==> src/rtl/pf_cfg_pkg.sv <==
// Shared types and constants for the packet-filter config write sequencer.
// Imported by pf_cfg_write_sequencer.
package pf_cfg_pkg;

  typedef enum logic [1:0] {
    ST_IDLE,
    ST_ISSUE,
    ST_RESP,
    ST_DRAIN
  } pf_state_e;

  localparam logic [1:0] AXI_RESP_OKAY   = 2'b00;
  localparam logic [1:0] AXI_RESP_SLVERR = 2'b10;
  localparam int         WR_COUNT_W      = 16;

endpackage

==> src/rtl/pf_cfg_write_sequencer.sv <==
// Turns batched (addr,data) commands into single-outstanding AXI-Lite writes.
// Tracks per-batch write count plus sticky response and timeout errors.
module pf_cfg_write_sequencer
  import pf_cfg_pkg::*;
#(
  parameter int ADDR_W         = 32,
  parameter int TIMEOUT_CYCLES = 1024,
  parameter bit ABORT_ON_ERR   = 1'b1
) (
  input  logic                  axil_aclk,
  input  logic                  axil_aresetn,
  input  logic                  cmd_valid,
  output logic                  cmd_ready,
  input  logic [ADDR_W-1:0]     cmd_addr,
  input  logic [31:0]           cmd_data,
  input  logic                  cmd_last,
  output logic                  m_axil_awvalid,
  output logic [ADDR_W-1:0]     m_axil_awaddr,
  input  logic                  m_axil_awready,
  output logic                  m_axil_wvalid,
  output logic [31:0]           m_axil_wdata,
  input  logic                  m_axil_wready,
  input  logic                  m_axil_bvalid,
  input  logic [1:0]            m_axil_bresp,
  output logic                  m_axil_bready,
  output logic                  busy,
  output logic                  done,
  output logic                  err_resp,
  output logic                  err_timeout,
  output logic [WR_COUNT_W-1:0] wr_count
);

  localparam int TW = $clog2(TIMEOUT_CYCLES + 1);
  localparam logic [TW-1:0] TMO_MAX = TW'(TIMEOUT_CYCLES);

  pf_state_e state, state_d;
  logic [TW-1:0] tmo, tmo_d;
  logic last, last_d;
  logic cmd_ready_d, awvalid_d, wvalid_d, bready_d;
  logic busy_d, done_d, err_resp_d, err_timeout_d;
  logic [ADDR_W-1:0] awaddr_d;
  logic [31:0] wdata_d;
  logic [WR_COUNT_W-1:0] wr_count_d;
  logic cmd_hs;

  assign cmd_hs = cmd_valid && cmd_ready;

  always_comb begin
    state_d       = state;
    tmo_d         = tmo;
    last_d        = last;
    awvalid_d     = m_axil_awvalid;
    wvalid_d      = m_axil_wvalid;
    bready_d      = m_axil_bready;
    awaddr_d      = m_axil_awaddr;
    wdata_d       = m_axil_wdata;
    busy_d        = busy;
    done_d        = 1'b0;
    err_resp_d    = err_resp;
    err_timeout_d = err_timeout;
    wr_count_d    = wr_count;

    // Watchdog saturates and flags, but never retracts AXI valids.
    if (state == ST_ISSUE || state == ST_RESP) begin
      if (tmo != TMO_MAX) tmo_d = tmo + TW'(1);
      if (tmo_d == TMO_MAX) err_timeout_d = 1'b1;
    end

    unique case (state)
      ST_IDLE: begin
        if (cmd_hs) begin
          awaddr_d  = cmd_addr;
          wdata_d   = cmd_data;
          last_d    = cmd_last;
          if (!busy) begin
            wr_count_d    = '0;
            err_resp_d    = 1'b0;
            err_timeout_d = 1'b0;
          end
          busy_d    = 1'b1;
          awvalid_d = 1'b1;
          wvalid_d  = 1'b1;
          tmo_d     = '0;
          state_d   = ST_ISSUE;
        end
      end
      ST_ISSUE: begin
        if (m_axil_awvalid && m_axil_awready) awvalid_d = 1'b0;
        if (m_axil_wvalid && m_axil_wready) wvalid_d = 1'b0;
        if (!awvalid_d && !wvalid_d) begin
          bready_d = 1'b1;
          state_d  = ST_RESP;
        end
      end
      ST_RESP: begin
        if (m_axil_bvalid && m_axil_bready) begin
          if (wr_count != '1) wr_count_d = wr_count + WR_COUNT_W'(1);
          if (m_axil_bresp != AXI_RESP_OKAY) err_resp_d = 1'b1;
          bready_d = 1'b0;
          if (last) begin
            done_d  = 1'b1;
            busy_d  = 1'b0;
            state_d = ST_IDLE;
          end else if (ABORT_ON_ERR && (err_resp_d || err_timeout_d)) begin
            state_d = ST_DRAIN;
          end else begin
            state_d = ST_IDLE;
          end
        end
      end
      ST_DRAIN: begin
        if (cmd_hs && cmd_last) begin
          done_d  = 1'b1;
          busy_d  = 1'b0;
          state_d = ST_IDLE;
        end
      end
      default: state_d = ST_IDLE;
    endcase

    cmd_ready_d = (state_d == ST_IDLE) || (state_d == ST_DRAIN);
  end

  always_ff @(posedge axil_aclk or negedge axil_aresetn) begin
    if (!axil_aresetn) begin
      state          <= ST_IDLE;
      tmo            <= '0;
      last           <= 1'b0;
      cmd_ready      <= 1'b0;
      m_axil_awvalid <= 1'b0;
      m_axil_wvalid  <= 1'b0;
      m_axil_bready  <= 1'b0;
      m_axil_awaddr  <= '0;
      m_axil_wdata   <= '0;
      busy           <= 1'b0;
      done           <= 1'b0;
      err_resp       <= 1'b0;
      err_timeout    <= 1'b0;
      wr_count       <= '0;
    end else begin
      state          <= state_d;
      tmo            <= tmo_d;
      last           <= last_d;
      cmd_ready      <= cmd_ready_d;
      m_axil_awvalid <= awvalid_d;
      m_axil_wvalid  <= wvalid_d;
      m_axil_bready  <= bready_d;
      m_axil_awaddr  <= awaddr_d;
      m_axil_wdata   <= wdata_d;
      busy           <= busy_d;
      done           <= done_d;
      err_resp       <= err_resp_d;
      err_timeout    <= err_timeout_d;
      wr_count       <= wr_count_d;
    end
  end

endmodule

==> config.mk <==
export PLATFORM = sky130hd
export DESIGN_NAME = pf_cfg_write_sequencer
export DESIGN_NICKNAME = d
export VERILOG_FILES = /design/src/rtl/pf_cfg_pkg.sv /design/src/rtl/pf_cfg_write_sequencer.sv
export SDC_FILE = /design/constraint.sdc
export NUM_CORES = 1
export LEC_CHECK = 0
export ABC_AREA = 1
export CAP_MARGIN = 5
export CELL_PAD_IN_SITES_DETAIL_PLACEMENT = 0
export CELL_PAD_IN_SITES_GLOBAL_PLACEMENT = 2
export CORE_ASPECT_RATIO = 2
export CORE_MARGIN = 4
export CORE_UTILIZATION = 26
export CTS_BUF_LIST = sky130_fd_sc_hd__clkbuf_2
export CTS_CLUSTER_DIAMETER = 200
export DETAILED_ROUTE_END_ITERATION = 12
export GPL_TIMING_DRIVEN = 0
export HOLD_SLACK_MARGIN = 0.15
export PLACE_DENSITY_LB_ADDON = 0.1
export SLEW_MARGIN = 20
export SYNTH_ARGS = -nofsm -noshare
export SYNTH_HDL_FRONTEND = slang
export SYNTH_SLANG_ARGS = --single-unit
==> constraint.sdc <==
create_clock -name axil_aclk -period 2 [get_ports axil_aclk]
set_input_delay 0.6 -clock axil_aclk [delete_from_list [all_inputs] [get_ports axil_aclk]]
set_output_delay 0.6 -clock axil_aclk [all_outputs]
set_load 0.02 [all_outputs]
==> results of run 1 <==
cell usage in the layout, fill, tap and decap left out, types with 5 or more instances in the layout:
master                            netlist  routed
sky130_fd_sc_hd__inv_2                  9      12
sky130_fd_sc_hd__clkbuf_2               0      10
sky130_fd_sc_hd__inv_1                 46      40
sky130_fd_sc_hd__nand3_1               21      19
sky130_fd_sc_hd__o31ai_1                7       7
sky130_fd_sc_hd__dfrtp_2                0       9
sky130_fd_sc_hd__nand2_2                6       9
sky130_fd_sc_hd__nor3_1                 7       5
sky130_fd_sc_hd__nor2_1                22      20
sky130_fd_sc_hd__buf_4                  1      45
sky130_fd_sc_hd__buf_6                  0       5
sky130_fd_sc_hd__dfrtp_1              102      93
sky130_fd_sc_hd__a21oi_1               13      11
sky130_fd_sc_hd__mux2_2                65      65
sky130_fd_sc_hd__nor2_2                 7       7
sky130_fd_sc_hd__o21ai_0               14      14
sky130_fd_sc_hd__o211ai_1               9       9
sky130_fd_sc_hd__buf_2                  7      86
sky130_fd_sc_hd__xor2_1                 8       8
sky130_fd_sc_hd__clkbuf_1               6       5
sky130_fd_sc_hd__nand2_1               66      62
sky130_fd_sc_hd__clkdlybuf4s50_1        0      71
kinds of logic (layout without fill, tap and decap cells):
group / count (synthesis) / count (layout) / synth area share [%]
AND/OR/NAND/NOR: 149 / 149 / 15.3
other: 0 / 1 / 0
AO/OA/AOI/OAI: 51 / 51 / 6.55
adder cells (fa/ha/maj): 7 / 7 / 1.83
buffers and inverters: 69 / 291 / 5.66
XOR/XNOR: 12 / 12 / 2.19
multiplexers: 65 / 65 / 15.3
flip-flops: 102 / 102 / 53.2
power groups by stage:
stage | Clock (W) | Sequential [W] | Combinational (W)
finish | 0.00129 | 0.00356 | 0.00559
global route | 0.00145 | 0.00370 | 0.00616
CTS | 0.00138 | 0.00357 | 0.00586
detailed placement | 0 | 0.00367 | 0.00578
global placement | 0 | 0.00364 | 0.00574
floorplan | 0 | 0.00456 | 0.00234
what timing repair did:
action,in CTS,in global routing
hold buffers,1,0
endpoints found under the hold margin,41,0
buffers inserted,37,10
gates resized for setup,321,86
pin swaps,9,15
gates cloned,0,0
setup endpoints to repair,174,92
how the worst min path moves through the flow:
stage | slack, ps | end | cells past startpoint
CTS | 360 | tmo[5]$_DFF_PN0_ | 2
detailed placement | 490 | m_axil_wdata[22]$_DFFE_PN0P_ | 1
global route | 350 | err_timeout$_DFF_PN0_ | 2
global placement | 490 | m_axil_awaddr[7]$_DFFE_PN0P_ | 1
floorplan | 300 | busy$_DFFE_PN0P_ | 0
finish | 410 | tmo[5]$_DFF_PN0_ | 2
state kept, by name, summed over array words and instances (netlist names):
register and flops:
m_axil_bready 1, busy 1, wr_count 16, last 1, state 2, err_timeout 1
cmd_ready 1, done 1, m_axil_awaddr 32, m_axil_awvalid 1, err_resp 1, m_axil_wdata 32
tmo 11, m_axil_wvalid 1
cell usage after synthesis (2+ instances only):
cell type                    n  share of area [%]
sky130_fd_sc_hd__nand2_2     6               0.78
sky130_fd_sc_hd__buf_2       7               0.73
sky130_fd_sc_hd__nor2_4      2               0.47
sky130_fd_sc_hd__mux2_2     65                 15
sky130_fd_sc_hd__inv_1      46                3.6
sky130_fd_sc_hd__clkbuf_1    6               0.47
sky130_fd_sc_hd__o21ai_0    14                1.5
sky130_fd_sc_hd__nand3_1    21                2.2
sky130_fd_sc_hd__nor3_1      7               0.73
sky130_fd_sc_hd__nor2_2      7               0.91
sky130_fd_sc_hd__a21oi_1    13                1.4
sky130_fd_sc_hd__nand2_4     2               0.47
sky130_fd_sc_hd__xor2_1      8                1.5
sky130_fd_sc_hd__xnor2_1     4               0.73
sky130_fd_sc_hd__nand3_2     3               0.63
sky130_fd_sc_hd__nand2_1    66                5.2
sky130_fd_sc_hd__o31ai_1     7                1.1
sky130_fd_sc_hd__nand4_1     4               0.52
sky130_fd_sc_hd__dfrtp_1   102                 53
sky130_fd_sc_hd__inv_2       9               0.70
sky130_fd_sc_hd__o211ai_1    9                1.4
sky130_fd_sc_hd__nor4_1      3               0.39
sky130_fd_sc_hd__nor3_2      3               0.63
sky130_fd_sc_hd__ha_1        7                1.8
sky130_fd_sc_hd__o21ai_1     2               0.21
sky130_fd_sc_hd__nor2_1     22                1.7
metrics by stage:
| stage | setup WS (ps) | utilization, % |
|---|---|---|
| after floorplan | 99.6 | - |
| after global placement | -3980 | 36.6 |
| after detailed placement | -662 | 36.8 |
| after CTS | 0.234 | 39.1 |
| after global routing | -111 | 38.4 |
| final | 58.4 | 38.4 |
layout make-up:
type                       count  area share, %
sequential                   102           36.6
tap                          216           3.86
buffer                        12          0.894
timing repair buffer         208           22.8
antenna                        1         0.0358
inverter                      55           3.11
clock buffer                   9          0.644
clock inverter                 7           1.72
multi-input combinational    284           30.3
routing by layer:
| layer | global-route usage, % | vias up |
|---|---|---|
| met5 | 0 | - |
| met4 | 5.92 | 0 |
| met3 | 4.86 | 21 |
| met2 | 25.9 | 115 |
| met1 | 13.6 | 1963 |
| li1 | - | 1947 |
worst reg2reg max path, delay by kind of cell, from the launching register on:
family | cells | cell delay, ps
buffers and inverters | 2 | 200
DFF | 1 | 510
and+or+nand+nor | 14 | 1200
==> results.rst, run 1 <==
.. list-table::
   :header-rows: 1

   * - Metric
     - Value
   * - Pwr Total
     - 0.0104 W
   * - Maximum ir drop on the vdd rail
     - 0.777 mV
   * - Fmax achieved
     - 515 MHz
   * - Most used DFF post-synth
     - sky130_fd_sc_hd__dfrtp_1
   * - Worst reg2reg endpoint
     - cmd_ready$_DFF_PN0_
   * - Final slew viol count
     - 0
   * - Final setup violation count
     - 0
   * - Synth warnings
     - 0
   * - Sequential cell fraction of total power
     - 34.1%
   * - Switching Fraction
     - 43.4%
   * - Netlist area before placement
     - 0.00479 mm^2
   * - Final Wtd Congestion
     - 0.767
   * - Global-route usage over all layers
     - about 14%
   * - Sequential cell area
     - 0.00256 mm^2
   * - Antenna-violating nets left
     - 0
   * - Final instance count without filler cells
     - 894
   * - Final sum of negative setup slack
     - 0 ps
   * - Cells after synthesis
     - 455
   * - Worst Max-Slew Pin Slew
     - 585 ps
   * - Synthesized area per cell
     - around 11 um^2
   * - Maximum number of pins on one net before global-route repair
     - 62
   * - Part of the total power dissipated in combinational logic
     - around 54%
   * - Number of enable flip-flop cells after synthesis
     - 0
   * - Total stage count of the critical path
     - 16
   * - Post-synthesis cell type count
     - 36
   * - Proportion of layout cells with a drive suffix above 1
     - 42.7%
   * - Detailed-route vias per instance
     - 4.53
   * - Result of the run
     - complete, no violations
   * - Detailed-route wire length on metal 1
     - 4940 um
   * - Total Wirelength
     - 14200 um
   * - First-pass DRT Iterations
     - 4
   * - Met3 Routed Length
     - around 950 um
   * - Slowest cell on the critical path
     - sky130_fd_sc_hd__dfrtp_2
   * - Buf+Inv Stages, Crit Path
     - 2
   * - Starting density of the core
     - 26.3%
   * - Post-synthesis sequential element count
     - 102
   * - Number of fillers in the final layout
     - between 1.5k and 2k
   * - Power density cells
     - 1490 mW/mm^2
   * - Number of global-route vias before repair
     - 4304
   * - Core outline area
     - approximately 0.018 mm^2
   * - Unrepaired setup endpoints after global routing
     - true
   * - Beginning of the critical path
     - tmo[0]$_DFF_PN0_
   * - Skew-Pair Late Insertion Delay
     - about 600 ps
   * - Crit. End Element
     - register
   * - Category of cells accounting for the largest share of critical-path delay
     - simple AND/OR/NAND/NOR gates
   * - Cell area after placement
     - 0.00670 mm^2
   * - Cell mode on critical path
     - sky130_fd_sc_hd__nand2_1
   * - Longest individual stage delay on the worst path
     - 510 ps
   * - Tightest slew margin relative to the limit
     - 61.0%
   * - Data arrival time of the worst path
     - 2490 ps
   * - Clock Pin Slew Worst Setup and Hold Paths
     - ~310 ps
   * - Number of antenna violations at the first check in global routing
     - 1
   * - Leakage power
     - roughly 3.2 nW
   * - Worst R2R Start
     - tmo[0]$_DFF_PN0_
   * - FF-to-FF setup slack
     - around 58 ps
   * - CTS H-tree lvls
     - 3
   * - Max-cap violation count
     - 0
   * - Wire length on met2
     - 7910 um
   * - Critical Path Fanout Max
     - 6
   * - Req. time, crit path
     - 2550 ps
   * - Clock tree from TritonCTS
     - yes
   * - Root buffer cell
     - sky130_fd_sc_hd__clkbuf_2
   * - Die height
     - 200 um
   * - IO Count
     - about 160
   * - Area added between synthesis and finish
     - 46.0%
   * - Die Wd
     - 104 um
   * - Number of rows in the core area
     - 70
   * - Total via count in the routed design
     - 4046
   * - Initial drt markers
     - 85
   * - Highest routed layer
     - met4
   * - Cells after DPL
     - around 830
   * - Fin Hold WS
     - 409 ps
   * - Mapped Nets
     - 535
   * - Post-route clock skew
     - 28.1 ps
   * - Post-detail-place hpwl
     - 10700 um
   * - Critical path capture point
     - cmd_ready$_DFF_PN0_
   * - Post-route minimum period
     - 1940 ps
   * - Number of buffers created by CTS
     - 9
   * - Final count of hold timing violations
     - 0
   * - Sequential element share of the synthesized area
     - 53.2%
   * - Drt wl/cell
     - 15.9 um
   * - Proportion of register bits with asynchronous set or reset after synthesis
     - between 90% and 100%
   * - Category of the critical setup timing path
     - register to register
   * - Share of the clock period used by the worst path after layout
     - 97.1%
   * - Multi-input gate area in the final layout
     - ~0.0021 mm^2
   * - Area of the die
     - 0.0208 mm^2
   * - Number of sinks handled by clock tree synthesis
     - 102
   * - Fin nets
     - 752
   * - Classification of the worst-slack hold path
     - input port to asynchronous set/reset pin
   * - Worst Reg2Reg Path Length in Cells
     - 16
   * - Number of remaining DRC errors
     - 0
   * - Final Cell Area
     - approximately 0.0070 mm^2
   * - GRT overflow
     - 0
   * - Cell Chain, Critical Path
     - inv_2 -> buf_4 -> nor2_2 -> nand2_1 -> nand2_1 -> nand2_1 -> nor2_1 -> nand2_1 -> nor2_2 -> nand3_2 -> nand3_2 -> nand2_1 -> nand2_1 -> nand2_2 -> nand3_1 -> nand2_1
   * - Critical path startpoint category
     - register
   * - First-pass GRT wire length
     - about 23000 um
   * - Clock share of power
     - 12.4%
   * - Buffers added on ports
     - 160
   * - Cell internal pwr
     - 0.00591 W
   * - Maximum number of buffers from clock root to sink
     - 2
   * - Switching power of the nets
     - 0.00454 W
(Power assumes the default switching activity.)
==> run 2, diff against run 1 <==
--- a/config.mk
+++ b/config.mk
@@ -9,7 +9,6 @@
 export CAP_MARGIN = 5
 export CELL_PAD_IN_SITES_DETAIL_PLACEMENT = 0
 export CELL_PAD_IN_SITES_GLOBAL_PLACEMENT = 2
-export CORE_ASPECT_RATIO = 2
 export CORE_MARGIN = 4
 export CORE_UTILIZATION = 26
 export CTS_BUF_LIST = sky130_fd_sc_hd__clkbuf_2
==> run 2 against run 1 <==
Register-to-register slack lost 50 ps. Largest cell class unchanged. Power shrank 2.0%. Flip-flop and latch count is the same. Worst setup slack lost 47 ps. Core utilization grew 0.29 points. Sequential share of layout area is essentially flat. Highest routed layer unchanged. First-iteration DRC count is the same. Global-route usage shrank 0.36 points. Non-clock buffer count shrank 7.
==> results.rst, run 2 (synthesized netlist as in run 1, its figures left out) <==
.. list-table::
   :header-rows: 1

   * - Metric
     - Value
   * - Die Wd
     - 144 um (+38%)
   * - Number of antenna violations at the first check in global routing
     - 1 (unchanged)
   * - Worst Max-Slew Pin Slew
     - 594 ps (+9.32 ps)
   * - Number of sinks handled by clock tree synthesis
     - 102 (unchanged)
   * - IO Count
     - 161 (unchanged)
   * - FF-to-FF setup slack
     - 10 ps (-50 ps)
   * - Post-route minimum period
     - 1990 ps (+46.5 ps)
   * - Cell mode on critical path
     - sky130_fd_sc_hd__nand2_1
   * - First-pass DRT Iterations
     - 4 (unchanged)
   * - Global-route usage over all layers
     - 13.4% (-0.36 points)
   * - Fin nets
     - 745 (-0.93%)
   * - Final setup violation count
     - 0 (unchanged)
   * - GRT overflow
     - 0 (unchanged)
   * - Power density cells
     - 1470 mW/mm^2 (-1.7%)
   * - Maximum number of buffers from clock root to sink
     - 2 (unchanged)
   * - Critical path startpoint category
     - register
   * - Post-detail-place hpwl
     - 9940 um (-6.7%)
   * - Worst Reg2Reg Path Length in Cells
     - 13 (-3)
   * - Beginning of the critical path
     - tmo[1]$_DFF_PN0_
   * - Req. time, crit path
     - 2520 ps (-30 ps)
   * - Proportion of layout cells with a drive suffix above 1
     - 42.5% (-0.15 points)
   * - Number of rows in the core area
     - 49 (-30%)
   * - Skew-Pair Late Insertion Delay
     - 620 ps (+20 ps)
   * - Classification of the worst-slack hold path
     - input port to asynchronous set/reset pin
   * - Category of the critical setup timing path
     - register to register
   * - Die height
     - 144 um (-28%)
   * - Clock tree from TritonCTS
     - yes
   * - Leading cell type in the layout, fill and taps excluded
     - sky130_fd_sc_hd__dfrtp_1
   * - Area of the die
     - 0.0207 mm^2 (-0.63%)
   * - Number of fillers in the final layout
     - 1865 (-3.5%)
   * - Buffers added on ports
     - 160 (unchanged)
   * - Longest individual stage delay on the worst path
     - 500 ps (about the same)
   * - Final Wtd Congestion
     - 0.764 (-0.46%)
   * - Antenna-violating nets left
     - 0 (unchanged)
   * - Initial drt markers
     - 85 (unchanged)
   * - Share of the clock period used by the worst path after layout
     - 99.4% (+2.3 points)
   * - Final setup slack of the worst path
     - 11.9 ps (-46.5 ps)
   * - Unrepaired setup endpoints after global routing
     - true
   * - Total via count in the routed design
     - 3985 (-1.5%)
   * - Data arrival time of the worst path
     - 2510 ps (+20 ps)
   * - Total Wirelength
     - 13600 um (-4.1%)
   * - Number of global-route vias before repair
     - 4225 (-1.8%)
   * - Drt wl/cell
     - 15.1 um (-4.7%)
   * - Worst reg2reg endpoint
     - cmd_ready$_DFF_PN0_
   * - Core outline area
     - 0.0180 mm^2 (-1.1%)
   * - Result of the run
     - complete, no violations
   * - Area added between synthesis and finish
     - 45.5%
   * - Crit. End Element
     - register
   * - Maximum number of pins on one net before global-route repair
     - 54 (-13%)
   * - Clock Pin Slew Worst Setup and Hold Paths
     - 290 ps (-20 ps)
   * - Final count of hold timing violations
     - 0 (unchanged)
   * - Final sum of negative setup slack
     - 0 ps (unchanged)
   * - Largest registers in the final layout
     - m_axil_awaddr x32, m_axil_wdata x32, wr_count x16
   * - Worst R2R Start
     - tmo[1]$_DFF_PN0_
   * - Max-cap violation count
     - 0 (unchanged)
   * - Most used cells in the layout excluding fill and tap cells
     - 97 x sky130_fd_sc_hd__dfrtp_1, 87 x sky130_fd_sc_hd__buf_2, 71 x sky130_fd_sc_hd__clkdlybuf4s50_1, 65 x sky130_fd_sc_hd__mux2_2, 58 x sky130_fd_sc_hd__nand2_1
   * - Slowest cell on the critical path
     - sky130_fd_sc_hd__dfrtp_1
   * - Number of buffers created by CTS
     - 9 (unchanged)
   * - Detailed-route vias per instance
     - 4.43 (-2.2%)
   * - Post-route clock skew
     - 38.0 ps (+9.91 ps)
   * - Tightest slew margin relative to the limit
     - 60.4% (-0.62 points)
   * - Fmax achieved
     - 503 MHz (-2.3%)
   * - Final slew viol count
     - 0 (unchanged)
   * - Root buffer cell
     - sky130_fd_sc_hd__clkbuf_2
   * - Starting density of the core
     - 26.6% (+0.28 points)
   * - Maximum ir drop on the vdd rail
     - 0.646 mV (-17%)
   * - Number of remaining DRC errors
     - 0 (unchanged)
   * - Leakage power
     - 3.22 nW (-0.46%)
   * - Cell Chain, Critical Path
     - ha_2 -> nand2_4 -> nor2_4 -> nand2_2 -> xor2_2 -> nor2_2 -> nand3_2 -> nand3_2 -> nand2_1 -> nand2_1 -> nand2_2 -> nand3_1 -> nand2_1
   * - First-pass GRT wire length
     - 21900 um (-2.9%)
   * - Critical Path Fanout Max
     - 4 (-2)
   * - CTS H-tree lvls
     - 3 (unchanged)
   * - Place WS
     - -640 ps (+21.7 ps)
[run 2: changes by cell type in the layout (fill, tap and decap cells not counted), moves of 2 or more]
cell                        previous run  this run
sky130_fd_sc_hd__dfrtp_2               9         5
sky130_fd_sc_hd__bufinv_16             3         1
sky130_fd_sc_hd__buf_6                 5         3
sky130_fd_sc_hd__nand2_2               9        12
sky130_fd_sc_hd__nand2_1              62        58
sky130_fd_sc_hd__dfrtp_1              93        97
sky130_fd_sc_hd__buf_4                45        38
[run 2: per-stage QoR]
step | instances | hold slack (ps) | area [um^2] | utilization (%) | power [W]
2_1_floorplan | 455 | 304 | 4790 | - | 0.00689
5_1_grt | 900 | 399 | 6980 | 38.7 | 0.0111
3_5_place_dp | 845 | 492 | 6710 | 37.2 | 0.00943
3_3_place_gp | 844 | 486 | 6680 | 37.1 | 0.00937
4_1_cts | 891 | 387 | 6900 | 38.3 | 0.0103
6_report | 900 | 454 | 6980 | 38.7 | 0.0102
[run 2: worst max-delay path by stage]
stage / slack (ps) / depth (start not counted) / endpoint
floorplan: 100 / 13 / wr_count[9]$_DFFE_PN0P_
global placement: -4020 / 1 / m_axil_wdata[22]$_DFFE_PN0P_
detailed placement: -640 / 14 / wr_count[9]$_DFFE_PN0P_
CTS: -3 / 12 / wr_count[9]$_DFFE_PN0P_
global route: -160 / 14 / cmd_ready$_DFF_PN0_
finish: 10 / 13 / cmd_ready$_DFF_PN0_
[run 2: worst max-delay path: cells and delay by family (launching register included)]
kind	cells	cell delay, ps
flip-flops	1	500
XOR/XNOR	1	160
AND/OR/NAND/NOR	11	1020
adder cells (fa/ha/maj)	1	240
[run 2: layout make-up]
class	instances	area (um^2)	share of cell area [%]
tap	229	287	4.11
multi-input combinational	284	2170	31.2
buffer	13	73.8	1.06
antenna	1	2.50	0.0359
sequential	102	2560	36.7
inverter	55	223	3.19
clock buffer	10	50.0	0.717
clock inverter	6	80.1	1.15
timing repair buffer	200	1530	21.9
[run 2: timing repair]
item,in CTS,in global routing
pin swaps,7,21
hold endpoints to repair,49,0
setup buffers,30,8
hold buffers,1,0
gates resized for setup,348,70
gates cloned,0,0
setup endpoints to repair,178,49
[run 2: power by group]
group / switching (W) / internal [W] / leakage [nW]
registers: 0.000536 / 0.00300 / 1.24
clock network: 0.000778 / 0.000317 / 0.0759
logic: 0.00326 / 0.00234 / 1.91
[run 2: metal layers]
metal,track usage (%),up-vias,routed length [um]
li1,-,1937,-
met1,16.1,1928,5700
met2,21.7,108,6490
met3,6.16,12,1230
met4,3.87,0,194
met5,0,-,0
==> run 3, diff against run 2 <==
--- a/config.mk
+++ b/config.mk
@@ -12,7 +12,6 @@
 export CORE_MARGIN = 4
 export CORE_UTILIZATION = 26
 export CTS_BUF_LIST = sky130_fd_sc_hd__clkbuf_2
-export CTS_CLUSTER_DIAMETER = 200
 export DETAILED_ROUTE_END_ITERATION = 12
 export GPL_TIMING_DRIVEN = 0
 export HOLD_SLACK_MARGIN = 0.15
==> results of run 3 <==
No change in the layout: final DEF, timing and power equal those of run 2.
